[config.mk]
export PLATFORM = sky130hd
export DESIGN_NAME = elastic_pipe_reg
export DESIGN_NICKNAME = d
export VERILOG_FILES = /design/src/rtl/elastic_pipe_reg.sv
export SDC_FILE = /design/constraint.sdc
export NUM_CORES = 1
export LEC_CHECK = 0
export BUFFER_PORTS_ARGS = -buffer_cell sky130_fd_sc_hd__buf_2
export CORE_MARGIN = 2
export CORE_UTILIZATION = 50
export CTS_CLUSTER_DIAMETER = 50
export DETAILED_ROUTE_END_ITERATION = 6
export PLACE_DENSITY = 0.88
export SLEW_MARGIN = 10
export SYNTH_ARGS = -nofsm -noshare
export SYNTH_HDL_FRONTEND = slang
export SYNTH_SLANG_ARGS = --single-unit
[constraint.sdc]
create_clock -name clk -period 3.4 [get_ports clk]
set_clock_uncertainty 0.05 [all_clocks]
set_input_delay 0.34 -clock clk [delete_from_list [all_inputs] [get_ports clk]]
set_output_delay 0.34 -clock clk [all_outputs]
set_load 0.03 [all_outputs]
[src/rtl/elastic_pipe_reg.sv]
// elastic_pipe_reg: valid/ready elastic buffer built on a circular buffer.
// Holds up to DEPTH entries and releases them in push order. flush_i drops
// every held entry at the next edge. The synchronous rst does the same and
// wins over everything else.
// Optional build macro ELASTIC_PIPE_BYPASS_EN adds a zero-latency path from
// input to output while the buffer is empty. When this macro is undefined,
// the minimum input-to-output latency is one cycle.
module elastic_pipe_reg #(
    parameter int unsigned WIDTH = 32,
    parameter int unsigned DEPTH = 2
) (
    input  logic                    clk,
    input  logic                    rst,
    input  logic                    flush_i,
    input  logic                    in_valid_i,
    output logic                    in_ready_o,
    input  logic [WIDTH-1:0]        in_data_i,
    output logic                    out_valid_o,
    input  logic                    out_ready_i,
    output logic [WIDTH-1:0]        out_data_o,
    output logic [$clog2(DEPTH):0]  count_o,
    output logic                    full_o,
    output logic                    empty_o
);

    localparam int unsigned PTR_W = $clog2(DEPTH);
    localparam int unsigned CNT_W = PTR_W + 1;

    logic [PTR_W-1:0] wr_ptr_q, wr_ptr_d;
    logic [PTR_W-1:0] rd_ptr_q, rd_ptr_d;
    logic [CNT_W-1:0] count_q, count_d;
    logic [WIDTH-1:0] mem_q [DEPTH];

    logic push;
    logic pop;
    logic byp_pass;
    logic wr_en;
    logic rd_en;

    // Status, handshake and head-of-queue outputs
    always_comb begin
        count_o    = count_q;
        full_o     = (count_q == CNT_W'(DEPTH));
        empty_o    = (count_q == CNT_W'(0));
        in_ready_o = !full_o && !flush_i;
`ifdef ELASTIC_PIPE_BYPASS_EN
        // An empty buffer forwards the offered input straight to the output.
        if (empty_o && in_valid_i && !flush_i) begin
            out_valid_o = 1'b1;
            out_data_o  = in_data_i;
        end else begin
            out_valid_o = !empty_o && !flush_i;
            out_data_o  = mem_q[rd_ptr_q];
        end
        byp_pass = empty_o && in_valid_i && !flush_i && out_ready_i;
`else
        out_valid_o = !empty_o && !flush_i;
        out_data_o  = mem_q[rd_ptr_q];
        byp_pass    = 1'b0;
`endif
    end

    // Handshake qualification; a bypassed beat touches neither pointer
    always_comb begin
        push  = in_valid_i && in_ready_o && !flush_i;
        pop   = out_valid_o && out_ready_i && !flush_i;
        wr_en = push && !byp_pass;
        rd_en = pop && !byp_pass;
    end

    // Next-state for pointers and occupancy; flush overrides push/pop
    always_comb begin
        wr_ptr_d = wr_ptr_q;
        rd_ptr_d = rd_ptr_q;
        count_d  = count_q;
        if (wr_en) begin
            wr_ptr_d = (wr_ptr_q == PTR_W'(DEPTH - 1)) ? '0 : wr_ptr_q + PTR_W'(1);
        end
        if (rd_en) begin
            rd_ptr_d = (rd_ptr_q == PTR_W'(DEPTH - 1)) ? '0 : rd_ptr_q + PTR_W'(1);
        end
        case ({wr_en, rd_en})
            2'b10:   count_d = count_q + CNT_W'(1);
            2'b01:   count_d = count_q - CNT_W'(1);
            default: count_d = count_q;
        endcase
        if (flush_i) begin
            wr_ptr_d = '0;
            rd_ptr_d = '0;
            count_d  = '0;
        end
    end

    // Control state registers with synchronous reset
    always_ff @(posedge clk) begin
        if (rst) begin
            wr_ptr_q <= '0;
            rd_ptr_q <= '0;
            count_q  <= '0;
        end else begin
            wr_ptr_q <= wr_ptr_d;
            rd_ptr_q <= rd_ptr_d;
            count_q  <= count_d;
        end
    end

    // Payload storage; contents are qualified by count, so no reset needed
    always_ff @(posedge clk) begin
        if (wr_en) begin
            mem_q[wr_ptr_q] <= in_data_i;
        end
    end

endmodule

Yosys cells after proc, flatten, opt, wreduce, memory -nomap -nowiden. Memory sizes are Yosys's and may differ from the RTL's. A register that Yosys moved wholly into a read port is not among the register bits. Index checks and enable logic that the tools add are counted.

Register bits: 4. Memory bits (writable): 64. Logic and storage cells: 30. Memories: 1. Input bits: 37. Output and inout port bits: 38.

Mux-type cells: 7. Equality and inequality tests: 3. Add/subtract/negate cells: 4. Reductions and logical operators: 12.

Memory list: mem_q (depth 2, width 32, rd ports 1, clocked after memory_dff 1, write ports 1, line 32) `logic [WIDTH-1:0] mem_q [DEPTH];`.

Operator list (count): $logic_and A1 B1 Y1 (6); $mux W1 (6); $eq A2 B2 Y1 const B (2); $pmux W2 S2 (1); $logic_not A1 Y1 (3); $add A1 B1 Y1 const B (2); $add A2 B1 Y2 const B (1); $eq A2 B1 Y1 const B (1); $logic_not A2 Y1 (1); $reduce_bool A2 Y1 (1); $reduce_or A2 Y1 (1); $sub A2 B1 Y2 const B (1).

Depth between registers and ports, before layout. Gate-level depths: netlist (run 1).

Depth in word-level cells: 7. Depth in mapped cells: 7.

Worst setup path before layout (run 1). No wires, ideal clock.

Path kind: reg-to-reg. Start point: reg count_q[0] (netlist: count_o[0]). End point: mem mem_q[0][0], enable pin. Arrival: 2608 ps. Slack: 321 ps. Data required time: 2929 ps. Stages on the path, launching flop included: 4. Path buffers: 0. Cells stage by stage: dfxtp_1 -> nor2b_1 -> or3_1 -> nor2_1.

Longest elaborated chain between the ends: 7.

Ends and longest elaborated chain: start, declared (line 31) `logic [CNT_W-1:0] count_q, count_d;`; start signal, assigned (line 103) `count_q <= count_d;`; $eq A2 B2 Y1 (line 43) `full_o = (count_q == CNT_W'(DEPTH));`; named net full_o (line 22) `output logic full_o,`; $logic_not A1 Y1 (line 45) `in_ready_o = !full_o && !flush_i;`; $logic_and A1 B1 Y1 (line 45); $logic_and A1 B1 Y1 (2 in a row) (line 65) `push = in_valid_i && in_ready_o && !flush_i;`; $mux W1 (line 109) `if (wr_en) begin`; $mux W1 (implied by the code) (line 110) `mem_q[wr_ptr_q] <= in_data_i;`; end, declared (line 32).

The timed path passes the listed nets, and every way through them passes these cells.

==> out/results.txt, run 1 <==
RSZ-0062 raised after global routing: false
DRT Wirelength: 4.27 mm
Nets: 250
Clock buffer depth: 2
Crit end category: output port
ANT nets after route: 0
Hpwl dp: 2.95 mm
Final Hold Viols: 0
Post-CTS setup buffers: 0
Largest net degree at the start of global routing: 33
Core area: 4820 um^2
Placed insts: 268
Via density: 4.88
Worst Path Required: 3010 ps
Clock-pin slew on the worst setup and hold paths: 70 ps
PortBufs: 74
# DRC: 0
CTS tree: built
Slew of the pin with the lowest slew margin: 924 ps
Synth-to-Final Area Change: 24.6%
Number of buffers created by CTS: 9
Die Ht: 75.3 um
First-pass GRT wire length: 6.02 mm
Number of top-level pins: 75
Initial Util: 52.7%
GRT Util Overall: 15.4%
Setup tns final: 0 ps
Antenna Cells: 0
Drt initial violations: 78
Die area: 5660 um^2
Highest clock rate: 418 MHz
Final Util: 65.7%
Syn Area/Cell: 19.7 um^2
Post-CTS Hold Buffers: 0
Hold Slack: 148 ps
Post-Synthesis Cells: 129
Netlist Area Pre-Place: 2540 um^2
Routed vias: 1386
Max-Cap Viols: 0
Yosys reg bits: 69
Final setup fails: 0
Pre-antenna DRT Iters: 4
Grt total ovfl: 0
Initial antenna violation count: 0
Setup CP Type: reg -> out
Vias in the first global route: 1325
Syn_nets: 167
Routability congestion estimate: 0.691
Slew margin rel.: 38.3%
Die W: 75.3 um
Worst-Skew Late Latency: 320 ps
Leakage power: 0.00120 uW
Share of cells above drive strength 1: 56.7%
WL per Instance: 15.0 um
Warnings, synthesis: 0
Max-slew violation count: 0
Register area share after synthesis: 79.6%
Critical path fanouts, max: 17
Power Dens Cells: 519 nW/um^2
Outcome: completed
Resized cells post-CTS: 0
TritonCTS Sinks: 69
Tmin final: 2390 ps
Maximum vdd ir drop: 0.306 mV
Startpoint Class: flip-flop
Fillers: 369
Clock root buffer: clkbuf_8
H-tree levels: 3
Row count: 25
Post-route clock period utilization: 70.3%
Yosys cell types: 18
Arrival time of the worst setup path: 2000 ps
Finished Layout Cells: 284
Worst Hold Class: in -> reg
==> sequential cells by signal (all words and copies together) (netlist names), named ones only <==
signal / flops
count_o: 2
mem_q: 64
rd_ptr_q: 1
wr_ptr_q: 1
==> cells by family (layout without fill, tap and decap cells) <==
family,Yosys count,count (layout),synth area share (%)
mux,32,32,14.2
buf+inv,5,93,0.887
xor+xnor,3,3,1.04
flops,69,69,79.6
fa+ha+maj,1,1,0.493
compound gates,5,5,0.986
simple gates,14,14,2.76
==> through the flow <==
stage               cell area, um^2  power (uW)  worst slack [ps]
CTS                            3160        1660               972
detailed placement             3000        1110              1270
global route                   3160        1700               869
floorplan                      2540        1060               321
global placement               3000        1110              1300
finish                         3160        1640              1010
==> area by class of cell <==
class                           instances  area (um^2)  area share [%]
Sequential cell                        69         2020            63.9
Multi-Input combinational cell         55          502            15.9
Timing Repair Buffer                   76          385            12.2
Clock buffer                           10          138            4.35
Tap cell                               67         83.8            2.65
Clock inverter                          6         28.8           0.910
Inverter                                1         3.75           0.119
==> report_power, final <==
part	internal (uW)	switching, uW
logic	47.1	82.9
clock network	275	274
registers	955	7.29
==> routing by layer <==
layer  share of wire [%]  track usage [%]  up-vias
met1                  41             17.6      665
met3                 8.0             6.69        5
met5                   0                0        -
met4                 1.2             5.85        0
met2                  50             25.9       54
li1                    -                -      662
==> final timing paths <==
path / startpoint / to / slack (ps) / cells past startpoint
setup / recovery: flip-flop / out_data_o[15] / 1010 / 3
hold / removal: in_data_i[5] / mem_q[1][5] / 150 / 1
setup reg to reg: count_o[0] / mem_q[0][18] / 1260 / 3
hold reg to reg: rd_ptr_q / rd_ptr_q / 460 / 2
==> synth_stat cells <==
master	count	area, um^2
edfxtp_1	64	1920
mux2_2	30	338
nor2_1	7	26.3
dfxtp_1	5	100
buf_2	3	15.0
o21ai_0	3	15.0
or3_1	3	18.8
a21oi_1	2	10.0
mux2_1	2	22.5
xor2_1	2	17.5
and2_1	1	6.26
and3_1	1	6.26
clkbuf_1	1	3.75
ha_1	1	12.5
inv_1	1	3.75
nor2b_1	1	6.26
or2_2	1	6.26
xnor2_1	1	8.76
==> critical path, cell delays in order, from the launching register on <==
cell and delay [ps]:
dfxtp_1 750, buf_4 370, mux2_2 370, buf_2 180
==> cell usage in the layout (no fill, tap or decap), drive strengths merged <==
cell type,instances
inv,1
buf,76
clkinv,6
nor2,7
mux2,32
edfxtp,64
ha,1
and2,1
clkbuf,10
o21ai,3
nor2b,1
or3,3
or2,1
xnor2,1
xor2,2
and3,1
dfxtp,5
a21oi,2
Power figures use the tool's default switching activity.
==> run 2: changes to the inputs <==
clock period = 2.45 ns   (was 3.4 ns; I/O delays follow)
==> run 2 against run 1 <==
Against the previous run:
- total power up 47%
- largest cell class unchanged
- die area unchanged
- register-to-register slack worse by 830 ps
- hold slack worse by 110 ps
- first-iteration DRC count down 7.7%
- combinational power up 42%
==> out/results.txt, run 2 (same netlist as run 1, synthesis figures left out) <==
Outcome: completed (unchanged)
Post-CTS Hold Buffers: 0 (unchanged)
Final Hold Viols: 0 (unchanged)
Share of cells above drive strength 1: 57.1% (was 56.7%)
Startpoint Class: flip-flop (unchanged)
Maximum vdd ir drop: 0.520 mV (was 0.306 mV)
Max-Cap Viols: 0 (unchanged)
Max reg flops: 64 (unchanged)
Row count: 25 (unchanged)
Antenna Cells: 0 (unchanged)
Design area: 3220 um^2 (was 3160 um^2)
Resized cells post-CTS: 0 (unchanged)
Post-route clock period utilization: 82.6%
Die Ht: 75.3 um (unchanged)
Post-CTS setup buffers: 0 (unchanged)
Reg-to-reg setup timing slack: 430 ps (was 1260 ps)
Arrival time of the worst setup path: 2230 ps (was 2000 ps)
PortBufs: 74 (unchanged)
Crit end category: flip-flop (was output port)
RSZ-0062 raised after global routing: false (unchanged)
ANT nets after route: 0 (unchanged)
Total power: 2420 uW (was 1640 uW)
Highest clock rate: 494 MHz
Number of top-level pins: 75 (unchanged)
TritonCTS Sinks: 69 (unchanged)
First-pass GRT wire length: 5.97 mm (was 6.02 mm)
Initial Util: 52.7% (unchanged)
Most common cell after layout, fill and taps aside: buf_2 (unchanged)
FF-to-FF End: count_o[1] (was mem_q[0][18])
Pre-antenna DRT Iters: 4 (unchanged)
Tmin final: 2020 ps
Number of buffers created by CTS: 9 (unchanged)
H-tree levels: 3 (unchanged)
Clock buffer depth: 2 (unchanged)
Die W: 75.3 um (unchanged)
Die area: 5660 um^2 (unchanged)
Hpwl dp: 2.73 mm (was 2.95 mm)
RR Startpoint: count_o[0] (unchanged)
Routed vias: 1388 (was 1386)
Largest net degree at the start of global routing: 33 (unchanged)
Clock-pin slew on the worst setup and hold paths: 80 ps (was 70 ps)
Slew margin rel.: 47.6% (was 38.3%)
Critical path fanouts, max: 6 (was 17)
Leakage power: 0.00120 uW (about the same)
WL per Instance: 14.8 um (was 15.0 um)
Drt initial violations: 72 (was 78)
Most flops, register: mem_q (unchanged)
Hold Crit Endpoint: mem_q[1][26] (was mem_q[1][5])
Initial antenna violation count: 0 (unchanged)
Vias in the first global route: 1320 (was 1325)
CTS tree: built (unchanged)
Setup CP Type: reg -> reg (was reg -> out)
Worst Path Required: 2660 ps (was 3010 ps)
Worst hold stages: 1 (unchanged)
Placed cell areas: 3020 um^2 (was 3000 um^2)
Worst-Skew Late Latency: 330 ps (was 320 ps)
Slew of the pin with the lowest slew margin: 786 ps (was 924 ps)
Worst R2R Path Depth: 5 (was 3)
Most frequent cells in the layout: 74 x buf_2, 64 x edfxtp_1, 30 x mux2_2, 9 x clkbuf_8, 6 x nor2_1 (was 74 x buf_2, 64 x edfxtp_1, 30 x mux2_2, 10 x clkbuf_8, 6 x nor2_1)
Core area: 4820 um^2 (unchanged)
Final setup fails: 0 (unchanged)
Synth-to-Final Area Change: 26.9% (was 24.6%)
Via density: 4.89 (was 4.88)
# DRC: 0 (unchanged)
Setup tns final: 0 ps (unchanged)
Power Dens Cells: 751 nW/um^2 (was 519 nW/um^2)
Worst Hold Class: in -> reg (unchanged)
HP Start: in_data_i[26] (was in_data_i[5])
Routability congestion estimate: 0.723 (was 0.691)
Max-slew violation count: 0 (unchanged)
Grt total ovfl: 0 (unchanged)
Nets: 250 (unchanged)
DRT Wirelength: 4.21 mm (was 4.27 mm)
GRT Util Overall: 15.5% (was 15.4%)
Clock root buffer: clkbuf_8 (unchanged)
## run 2: changes by cell type in the layout (fill, tap and decap cells not counted), sizes merged
cell | previous run | this run
inv | 1 | 3
clkinv | 6 | 1
clkinvlp | 0 | 3
clkbuf | 10 | 9
bufinv | 0 | 1
## run 2: metal layers
layer | track usage [%] | share of wire [%]
met1 | 17.6 | 41
met2 | 24.9 | 51
met3 | 5.49 | 6.0
met4 | 10.5 | 1.9
met5 | 0 | 0
## run 2: layout make-up
type / instances / area [um^2]
clock inverter: 7 / 73.8
inverter: 1 / 3.75
fill: 349 / 1600
clock buffer: 9 / 124
multi-input combinational: 55 / 503
tap: 67 / 83.8
sequential: 69 / 2020
timing repair buffer: 76 / 410
## run 2: worst max path at each step
stage,start,endpoint
floorplan,count_o[0],mem_q[1][0]
global placement,count_o[0],count_o[1]
detailed placement,count_o[0],count_o[1]
CTS,count_o[0],count_o[1]
global route,count_o[0],count_o[1]
finish,count_o[0],count_o[1]
## run 2: where the power goes
part	leakage, uW	total (uW)	switching (uW)	internal [uW]
combinational	0.000485	185	116	69.2
sequential	0.000628	1330	9.46	1320
clock	0.0000899	901	428	473
## run 2: per-stage QoR
| stage | util, % | std cells | hold slack [ps] | setup WS (ps) |
|---|---|---|---|---|
| after floorplan | - | 129 | 294 | 43.3 |
| after global placement | 62.8 | 268 | 383 | 622 |
| after detailed placement | 62.8 | 268 | 386 | 450 |
| after CTS | 66.9 | 284 | 18.4 | 442 |
| after global routing | 66.9 | 284 | 11.7 | 374 |
| final | 66.9 | 284 | 35.1 | 427 |
## run 2: worst max-delay path: stages (launching register included)
cell and delay, ps:
dfxtp_1 470, nor2b_1 140, or3_1 390, ha_1 360, or3_1 350, a21oi_1 180
==> run 3: changes to the inputs <==
clock period = 1.98 ns   (was 2.45 ns; I/O delays follow)
==> run 3 against run 2 <==
Against the previous run:
- sequential power grew 24%
- clock power shrank 1%
- sequential cell count is the same
- total power grew 16%
- design area grew 4.7%
- first-iteration DRC count grew 9.7%
- critical path type unchanged
==> out/results.txt, run 3 (same netlist as run 1, synthesis figures left out) <==
Tmin final: 1860 ps (was 2020 ps)
Multi-input logic area: 532 um^2 (was 503 um^2)
Comb power frac: 9.3% (was 7.7%)
Routed vias: 1481 (was 1388)
Finished Layout Cells: 301 (was 284)
Crit-path leading delay family: simple AND/OR/NAND/NOR gates (unchanged)
WL per Instance: 15.3 um (was 14.8 um)
Sequential Power Share: 58.9% (was 55.1%)
Hpwl dp: 3.00 mm (was 2.73 mm)
Number of top-level pins: 75 (unchanged)
RSZ-0062 raised after global routing: false (unchanged)
Nets: 268 (was 250)
CP max stage delay: 370 ps (was 470 ps)
Hold Slack: 14.4 ps (was 35.1 ps)
Number of buffers created by CTS: 9 (unchanged)
Outcome: completed (unchanged)
GRT Util Overall: 17.2% (was 15.5%)
Worst R2R Path Depth: 5 (unchanged)
Pre-CTS WS: 120 ps (was 450 ps)
Placed insts: 269 (was 268)
Worst Path Required: 2180 ps (was 2660 ps)
Synth-to-Final Area Change: 32.8% (was 26.9%)
Core area: 4820 um^2 (unchanged)
Final setup fails: 0 (unchanged)
Most flops, register: mem_q (unchanged)
Worst-Skew Late Latency: 320 ps (was 330 ps)
Final Hold Viols: 0 (unchanged)
Row count: 25 (unchanged)
Pre-antenna DRT Iters: 4 (unchanged)
Internal power: 2190 uW (was 1870 uW)
Via density: 4.92 (was 4.89)
Max reg flops: 64 (unchanged)
DRT Wirelength: 4.59 mm (was 4.21 mm)
Max-Cap Viols: 0 (unchanged)
Startpoint Class: flip-flop (unchanged)
CP most frequent cell: or3_1 (unchanged)
Sw Share: 21.9% (was 22.9%)
First-pass GRT wire length: 6.81 mm (was 5.97 mm)
Reg-to-reg setup timing slack: 120 ps (was 430 ps)
Clock power share: 31.7% (was 37.2%)
Leakage power: 0.00127 uW (was 0.00120 uW)
FF+latch area: 2030 um^2 (was 2020 um^2)
Largest net degree at the start of global routing: 33 (unchanged)
Clock root buffer: clkbuf_8 (unchanged)
Design area: 3370 um^2 (was 3220 um^2)
Initial Util: 52.7% (unchanged)
Post-route clock period utilization: 94.1% (was 82.6%)
Crit end category: flip-flop (unchanged)
Sw Pwr: 615 uW (was 554 uW)
Antenna Cells: 0 (unchanged)
Highest clock rate: 537 MHz (was 494 MHz)
Fillers: 341 (was 349)
Placed cell areas: 3050 um^2 (was 3020 um^2)
Die Ht: 75.3 um (unchanged)
H-tree levels: 3 (unchanged)
CTS tree: built (unchanged)
Slew of the pin with the lowest slew margin: 457 ps (was 786 ps)
Worst Hold Class: in -> reg (unchanged)
# DRC: 0 (unchanged)
Routability congestion estimate: 0.732 (was 0.723)
Arrival time of the worst setup path: 2060 ps (was 2230 ps)
Max-slew violation count: 0 (unchanged)
Critical path endpoint: count_o[1] (unchanged)
Clock-pin slew on the worst setup and hold paths: 70 ps (was 80 ps)
Clock buffer depth: 2 (unchanged)
Setup CP Type: reg -> reg (unchanged)
Share of cells above drive strength 1: 54.3% (was 57.1%)
ANT nets after route: 0 (unchanged)
FF-to-FF End: count_o[1] (unchanged)
TritonCTS Sinks: 69 (unchanged)
WL met2: 2.44 mm (was 2.17 mm)
Setup crit start: count_o[1] (was count_o[0])
Final WS setup: 116 ps (was 427 ps)
Vias in the first global route: 1550 (was 1320)
Most common cell after layout, fill and taps aside: buf_2 (unchanged)
Drt initial violations: 79 (was 72)
Crit-path cells: nor2b_4, or3_1, ha_1, or3_1, a21oi_1 (was nor2b_1, or3_1, ha_1, or3_1, a21oi_1)
RR Startpoint: count_o[1] (was count_o[0])
Met1 WL: 1.83 mm (was 1.71 mm)
Power Dens Cells: 831 nW/um^2 (was 751 nW/um^2)
WP buf/inv: 0 (unchanged)
CP Depth: 5 (unchanged)
Die W: 75.3 um (unchanged)
Critical path fanouts, max: 6 (unchanged)
Met3 Wirelength: 242 um (was 252 um)
Post-CTS setup buffers: 0 (unchanged)
Initial antenna violation count: 0 (unchanged)
PortBufs: 74 (unchanged)
Most frequent cells in the layout: 74 x buf_2, 64 x edfxtp_1, 30 x mux2_2, 17 x dlygate4sd3_1, 9 x clkbuf_8 (was 74 x buf_2, 64 x edfxtp_1, 30 x mux2_2, 9 x clkbuf_8, 6 x nor2_1)
Grt total ovfl: 0 (unchanged)
Slew margin rel.: 69.5% (was 47.6%)
Top sig layer: met4 (unchanged)
Die area: 5660 um^2 (unchanged)
Slowest cell on the critical path: or3_1 (was dfxtp_1)
Maximum vdd ir drop: 0.566 mV (was 0.520 mV)
Setup tns final: 0 ps (unchanged)
## run 3: worst min path at each step
stage             startpoint           end  slack [ps]  cells past startpoint
2_1_floorplan   in_data_i[0]   mem_q[0][0]         250                      0
3_3_place_gp   in_data_i[11]  mem_q[1][11]         340                      1
3_5_place_dp   in_data_i[11]  mem_q[0][11]         340                      1
4_1_cts         in_data_i[3]   mem_q[1][3]         0.3                      1
5_1_grt        in_data_i[22]  mem_q[1][22]           8                      1
6_report       in_data_i[22]  mem_q[1][22]          10                      1
## run 3: area by class of cell
| class | count | share of cell area [%] |
|---|---|---|
| Sequential cell | 69 | 60.1 |
| Timing Repair Buffer | 94 | 17.1 |
| Multi-Input combinational cell | 55 | 15.8 |
| Clock buffer | 12 | 4.01 |
| Tap cell | 67 | 2.49 |
| Clock inverter | 3 | 0.408 |
| Inverter | 1 | 0.111 |
## run 3: per-layer routing
metal	GRT usage [%]	vias to the layer above
li1	-	698
met1	20.1	718
met2	29.4	55
met3	3.88	10
met4	9.94	0
met5	0	-
## run 3: power by group through the flow
stage | clock, uW | sequential (uW) | combinational [uW]
5_1_grt | 968 | 1650 | 279
3_3_place_gp | 0 | 1680 | 230
3_5_place_dp | 0 | 1680 | 237
2_1_floorplan | 0 | 1680 | 138
4_1_cts | 917 | 1650 | 263
6_report | 890 | 1650 | 262
## run 3: what timing repair did
action	4_1_cts	5_1_grt
resized for setup	0	0
hold buffers	17	0
hold endpoints to repair	32	0
## run 3: through the flow
step                      util, %  power, uW
after floorplan                 -       1820
after CTS                    70.0       2830
final                        70.0       2800
after detailed placement     63.4       1920
after global placement       63.4       1910
after global routing         70.0       2900
